==> config.mk <==
export PLATFORM = sky130hd
export DESIGN_NAME = meta_info_streamer_flat
export DESIGN_NICKNAME = d
export VERILOG_FILES = /design/src/rtl/meta_info_streamer_if.sv /design/src/rtl/meta_info_streamer.sv /design/src/flat_wrapper.sv
export SDC_FILE = /design/constraint.sdc
export NUM_CORES = 1
export LEC_CHECK = 0
export ABC_AREA = 1
export CORE_UTILIZATION = 50
export CTS_CLUSTER_SIZE = 8
export DETAILED_ROUTE_END_ITERATION = 8
export MAX_ROUTING_LAYER = met4
export PLACE_DENSITY_LB_ADDON = 0.15
export SLEW_MARGIN = 20
export SYNTH_ARGS = -nofsm -noshare
export SYNTH_HDL_FRONTEND = slang
export SYNTH_SLANG_ARGS = --single-unit
==> constraint.sdc <==
create_clock -name clock -period 3.4 [get_ports clock]
set_input_delay 0.34 -clock clock [delete_from_list [all_inputs] [get_ports clock]]
set_output_delay 0.34 -clock clock [all_outputs]
set_load 0.01 [all_outputs]
==> src/rtl/meta_info_streamer_if.sv <==
// Byte stream bundle between the meta-info streamer and its consumer.
// master drives out_data/out_valid, slave drives out_ready.
interface meta_info_streamer_if;
    logic [7:0] out_data;
    logic       out_valid;
    logic       out_ready;

    modport master (
        output out_data,
        output out_valid,
        input  out_ready
    );

    modport slave (
        input  out_data,
        input  out_valid,
        output out_ready
    );
endinterface

==> src/rtl/meta_info_streamer.sv <==
// Walks one project's meta-info string in the character ROM, waits a settle
// time per address and emits each character on a valid/ready byte stream.
// Ports: clock, reset (sync, active-low); start/proj_idx request;
// busy/done status; rom_proj_idx/rom_chr_idx -> ROM, rom_chr <- ROM;
// stream (out_data/out_valid/out_ready); chars_sent = chars delivered.
module meta_info_streamer #(
    parameter int SETTLE_CYCLES = 8,
    parameter int MAX_CHARS     = 63,
    parameter bit APPEND_NL     = 1'b1
) (
    input  logic                 clock,
    input  logic                 reset,
    input  logic                 start,
    input  logic [5:0]           proj_idx,
    output logic                 busy,
    output logic                 done,
    output logic [5:0]           rom_proj_idx,
    output logic [5:0]           rom_chr_idx,
    input  logic [7:0]           rom_chr,
    output logic [6:0]           chars_sent,
    meta_info_streamer_if.master stream
);
    localparam int CW = (SETTLE_CYCLES > 1) ? $clog2(SETTLE_CYCLES) : 1;
    localparam logic [CW-1:0] CNT_INIT = CW'(SETTLE_CYCLES - 1);
    localparam logic [5:0] LAST_IDX = 6'(MAX_CHARS - 1);
    localparam logic [7:0] NL_CHR = 8'h0A;

    typedef enum logic [2:0] {
        IDLE,
        WAIT,
        SEND,
        TERM,
        DONE
    } state_t;

    state_t        state;
    state_t        state_nxt;
    logic [CW-1:0] cnt;
    logic [CW-1:0] cnt_nxt;
    logic [5:0]    proj_nxt;
    logic [5:0]    chr_nxt;
    logic [6:0]    sent_nxt;
    logic [7:0]    data_nxt;
    logic          valid_nxt;
    logic          xfer;

    assign xfer = stream.out_valid && stream.out_ready;
    assign busy = (state != IDLE);
    assign done = (state == DONE);

    always_ff @(posedge clock) begin
        if (!reset) begin
            state            <= IDLE;
            cnt              <= '0;
            rom_proj_idx     <= '0;
            rom_chr_idx      <= '0;
            chars_sent       <= '0;
            stream.out_data  <= '0;
            stream.out_valid <= 1'b0;
        end else begin
            state            <= state_nxt;
            cnt              <= cnt_nxt;
            rom_proj_idx     <= proj_nxt;
            rom_chr_idx      <= chr_nxt;
            chars_sent       <= sent_nxt;
            stream.out_data  <= data_nxt;
            stream.out_valid <= valid_nxt;
        end
    end

    always_comb begin
        state_nxt = state;
        cnt_nxt   = cnt;
        proj_nxt  = rom_proj_idx;
        chr_nxt   = rom_chr_idx;
        sent_nxt  = chars_sent;
        data_nxt  = stream.out_data;
        valid_nxt = stream.out_valid;
        unique case (state)
            IDLE: begin
                if (start) begin
                    proj_nxt  = proj_idx;
                    chr_nxt   = '0;
                    sent_nxt  = '0;
                    cnt_nxt   = CNT_INIT;
                    state_nxt = WAIT;
                end
            end
            WAIT: begin
                // ROM data is only trusted once the counter has run out
                if (cnt == '0) begin
                    if (rom_chr == 8'h00) begin
                        state_nxt = TERM;
                    end else begin
                        data_nxt  = rom_chr;
                        valid_nxt = 1'b1;
                        state_nxt = SEND;
                    end
                end else begin
                    cnt_nxt = cnt - 1'b1;
                end
            end
            SEND: begin
                if (xfer) begin
                    sent_nxt  = chars_sent + 7'd1;
                    valid_nxt = 1'b0;
                    // stop at the length limit instead of wrapping the index
                    if (rom_chr_idx == LAST_IDX) begin
                        state_nxt = TERM;
                    end else begin
                        chr_nxt   = rom_chr_idx + 6'd1;
                        cnt_nxt   = CNT_INIT;
                        state_nxt = WAIT;
                    end
                end
            end
            TERM: begin
                // entered with out_valid low; raise the newline, then wait
                if (!APPEND_NL) begin
                    state_nxt = DONE;
                end else if (!stream.out_valid) begin
                    data_nxt  = NL_CHR;
                    valid_nxt = 1'b1;
                end else if (stream.out_ready) begin
                    valid_nxt = 1'b0;
                    state_nxt = DONE;
                end
            end
            DONE: begin
                state_nxt = IDLE;
            end
            default: begin
                state_nxt = IDLE;
            end
        endcase
    end
endmodule

==> src/flat_wrapper.sv <==
// flat-port wrapper written by rule: the top's interface ports become plain ports
module meta_info_streamer_flat 
#(
    parameter int SETTLE_CYCLES = 8,
    parameter int MAX_CHARS     = 63,
    parameter bit APPEND_NL     = 1'b1
)
  (clock, reset, start, proj_idx, busy, done, rom_proj_idx, rom_chr_idx, rom_chr, chars_sent, stream_out_data, stream_out_valid, stream_out_ready);
  meta_info_streamer_if stream_i ();
  input  logic clock;
  input  logic reset;
  input  logic start;
  input  logic [5:0] proj_idx;
  output logic busy;
  output logic done;
  output logic [5:0] rom_proj_idx;
  output logic [5:0] rom_chr_idx;
  input  logic [7:0] rom_chr;
  output logic [6:0] chars_sent;
  output wire logic [$bits(stream_i.out_data)-1:0] stream_out_data;
  output wire logic [$bits(stream_i.out_valid)-1:0] stream_out_valid;
  input wire logic [$bits(stream_i.out_ready)-1:0] stream_out_ready;
  assign stream_out_data = stream_i.out_data;
  assign stream_out_valid = stream_i.out_valid;
  assign stream_i.out_ready = stream_out_ready;
  meta_info_streamer #(.SETTLE_CYCLES(SETTLE_CYCLES), .MAX_CHARS(MAX_CHARS), .APPEND_NL(APPEND_NL)) u_core (.clock(clock), .reset(reset), .start(start), .proj_idx(proj_idx), .busy(busy), .done(done), .rom_proj_idx(rom_proj_idx), .rom_chr_idx(rom_chr_idx), .rom_chr(rom_chr), .chars_sent(chars_sent), .stream(stream_i));
endmodule
==> flow_metrics.py <==
metrics = {
    "status": {
        "status": "finished, final reports clean",
    },
    "setup_path": {
        "worstSetupEndpoint": "busy",
        "timing.rr.end": "u_core.chars_sent[5]",
        "r2r_cells": 8,
        "cp_data_required_time_ns": 3.06,
        "crit_start": "u_core.state[0]",
        "cp_data_arrival_time_ns": 1.76,
        "path_max_fanout": 12,
        "path_class": "flip-flop to output pin",
        "cp-start-kind": "flip-flop",
        "cp-end-kind": "output pin",
        "rrSetupSlack_ns": 1.54,
        "r2r-start": "u_core.state[0]",
    },
    "power_and_ir_drop": {
        "vdd_drop_max_v": 0.000340,
        "p_int_mw": 1.04,
        "power_frac_clock": 0.202,
        "power.density_nw_per_um2": 682,
        "p_leak_nw": 1.11,
        "combPwrFrac": 0.465,
        "pwr-share-seq": 0.333,
        "netSwitchingPower_uw": 707,
        "switching_share": 0.404,
    },
    "yosys": {
        "yosysTopAreaCellShare": 0.346,
        "muxShareOfSynthArea": 0,
        "synth-async-reset-ratio": 0,
        "yosys_warnings": 0,
        "synth-edff-count": 0,
        "synth_seq_cells": 34,
        "syn_area_um2": 1970,
        "syn-num-nets": 325,
        "yosys.area_share.simple": 0.403,
        "synth_xor_area_frac": 0.0133,
        "ys_types": 31,
        "synth_compound_area_frac": 0.0877,
        "synth_ff_type": "dfxtp_1",
        "ys_seq_area_frac": 0.346,
        "synth_cells": 302,
        "synth_fa_ha_area_frac": 0.0318,
        "synth_top_family_by_area": "simple AND/OR/NAND/NOR gates",
        "avgSynthCellArea_um2": 6.52,
        "synth_common_cells": "nand2_1, nor2_1, inv_1",
        "synthTopCellsByArea": "dfxtp_1, nand2_1, nor2_1",
        "yosysTopAreaCell": "dfxtp_1",
        "yosysMostFrequentCell": "nand2_1",
    },
    "die": {
        "ios": 48,
        "die_w_um": 64.8,
        "fp-row-count": 22,
        "dieArea_um2": 4190,
        "start_util": 0.530,
        "die_h_um": 64.8,
        "fp.coreArea_um2": 3720,
    },
    "timing": {
        "fin_hold_ws_ns": 0.442,
        "setup_viol": 0,
        "period_share": 0.619,
        "hold_viol": 0,
        "slew_viol_final": 0,
        "rsz0062_at_grt": "false",
        "slew_headroom": 0.617,
        "tightest_slew_ns": 0.574,
        "timing.final.ws_setup_ns": 1.30,
        "skew_ns": 0.00372,
        "tns_ns": 0,
        "fmaxAchievable_mhz": 475,
        "fin_crit_ns": 2.10,
    },
    "placement": {
        "portBuffers": 47,
        "place_hpwl_um": 3230,
        "pre_cts_ws_ns": 1.44,
        "gp_congestion": 0.879,
    },
    "global_route": {
        "grt_usage": 0.234,
        "grt_overflow_total": 0,
        "grt_max_degree": 19,
        "antenna_found_initial": 0,
        "grt_pass1_wl_um": 7450,
        "grt_pass1_vias": 1679,
    },
    "cells_and_area": {
        "drive_gt1_frac": 0.0831,
        "fin_nets": 371,
        "diodes": 0,
        "area_delta_synth_final_pct": 30.2,
        "nFillCells": 338,
    },
    "clock_tree": {
        "cts_hold_repair.buffers": 0,
        "clk_pin_slew_worst_paths_ns": 0.07,
        "clkLatencyLatePin_ns": 0.29,
        "cts-root-buf": "clkbuf_8",
        "clk_path_buf_depth": 2,
        "cts_sinks": 34,
        "cts-resized-gates": 0,
        "h-tree-depth": 2,
        "cts_tree": "yes",
        "cts_setup_buffers": 0,
        "cts_buffers": 5,
    },
    "drt": {
        "drt_first_pass_iters": 5,
        "detail-route-antenna-nets": 0,
        "via_count": 1963,
        "wire_per_inst_um": 11.1,
        "drt_wl_total_um": 4400,
        "drt_iter0_markers": 72,
        "via_per_inst": 4.94,
        "drc": 0,
    },
    "hold_path": {
        "min_path_type": "flip-flop to flip-flop",
        "min_from": "u_core.rom_proj_idx[2]",
    },
    "flow_run": {
        "drv_cap": 0,
    },
}
per-stage QoR:
stage	power [mW]	utilization	cells	area, um^2
final	1.75	0.690	397	2560
after global routing	1.89	0.690	397	2560
after CTS	1.76	0.690	397	2560
after detailed placement	1.40	0.661	389	2450
after global placement	1.38	0.661	389	2450
after floorplan	1.14	-	302	1970
sequential cells by signal, indices dropped and copies added, names as in the netlist:
| signal | count |
|---|---|
| u_core.stream.out_data | 8 |
| u_core.rom_proj_idx | 6 |
| u_core.rom_chr_idx | 6 |
| u_core.chars_sent | 7 |
| u_core.stream.out_valid | 1 |
| u_core.cnt | 3 |
| u_core.state | 3 |
worst min-delay path by stage:
stage	end	slack, ns	cells past startpoint
after global placement	u_core.rom_proj_idx[4]	0.43	2
after floorplan	u_core.rom_proj_idx[0]	0.47	2
after global routing	u_core.rom_proj_idx[2]	0.47	2
final	u_core.rom_proj_idx[2]	0.44	2
after detailed placement	u_core.rom_proj_idx[4]	0.44	2
after CTS	u_core.rom_proj_idx[4]	0.45	2
power by group through the flow:
stage / logic [mW] / registers, mW / clock network [mW]
floorplan: 0.545 / 0.591 / 0
finish: 0.813 / 0.582 / 0.354
global placement: 0.796 / 0.589 / 0
detailed placement: 0.811 / 0.591 / 0
CTS: 0.816 / 0.582 / 0.358
global route: 0.916 / 0.596 / 0.380
final cells by class:
type	count	area (um^2)	share of cell area
multi-input cells	212	1050	0.411
well taps	48	60.1	0.0234
flip-flops and latches	34	681	0.265
clock buffers	8	110	0.0429
inverters	47	181	0.0707
repair buffers	48	478	0.186
per-layer routing:
layer | vias to the layer above | GRT usage | part of all wire
met4 | 0 | 0.0833 | 0.0073
met3 | 5 | 0.0581 | 0.045
met5 | - | - | 0
met2 | 42 | 0.374 | 0.48
li1 | 1038 | - | -
met1 | 878 | 0.284 | 0.47
logic make-up (layout without fill, tap and decap cells):
kind of cell | Yosys count | after routing
buf+inv | 56 | 103
compound gates | 32 | 32
fa+ha+maj | 5 | 5
simple gates | 172 | 172
flops | 34 | 34
xor+xnor | 3 | 3
worst max-delay path: stages (launching register included):
cell	delay, ns
dfxtp_1	0.68
nor2_2	0.12
nand2_1	0.13
clkdlybuf4s50_1	0.54
placed cells by master, fill, tap and decap left out:
master | Yosys | layout
nand2_1 | 73 | 73
nor2_1 | 53 | 53
clkdlybuf4s50_1 | 0 | 47
inv_1 | 43 | 43
dfxtp_1 | 34 | 34
nand3_1 | 16 | 16
a21oi_1 | 16 | 16
o21ai_0 | 13 | 13
nand4_1 | 11 | 11
clkbuf_8 | 0 | 8
ha_1 | 5 | 5
nand2_2 | 4 | 4
nand3_4 | 3 | 3
nand3_2 | 3 | 3
nor2_2 | 2 | 2
inv_4 | 2 | 2
nor3_1 | 2 | 2
or2_2 | 2 | 2
xor2_1 | 2 | 2
inv_2 | 1 | 1
o21ai_4 | 1 | 1
nor2_4 | 1 | 1
nand2_4 | 1 | 1
clkinv_1 | 1 | 1
o21ai_1 | 1 | 1
xnor2_1 | 1 | 1
nor4_1 | 1 | 1
a31oi_1 | 1 | 1
buf_4 | 2 | 1
Note: power is estimated with default switching activity, not from simulation.
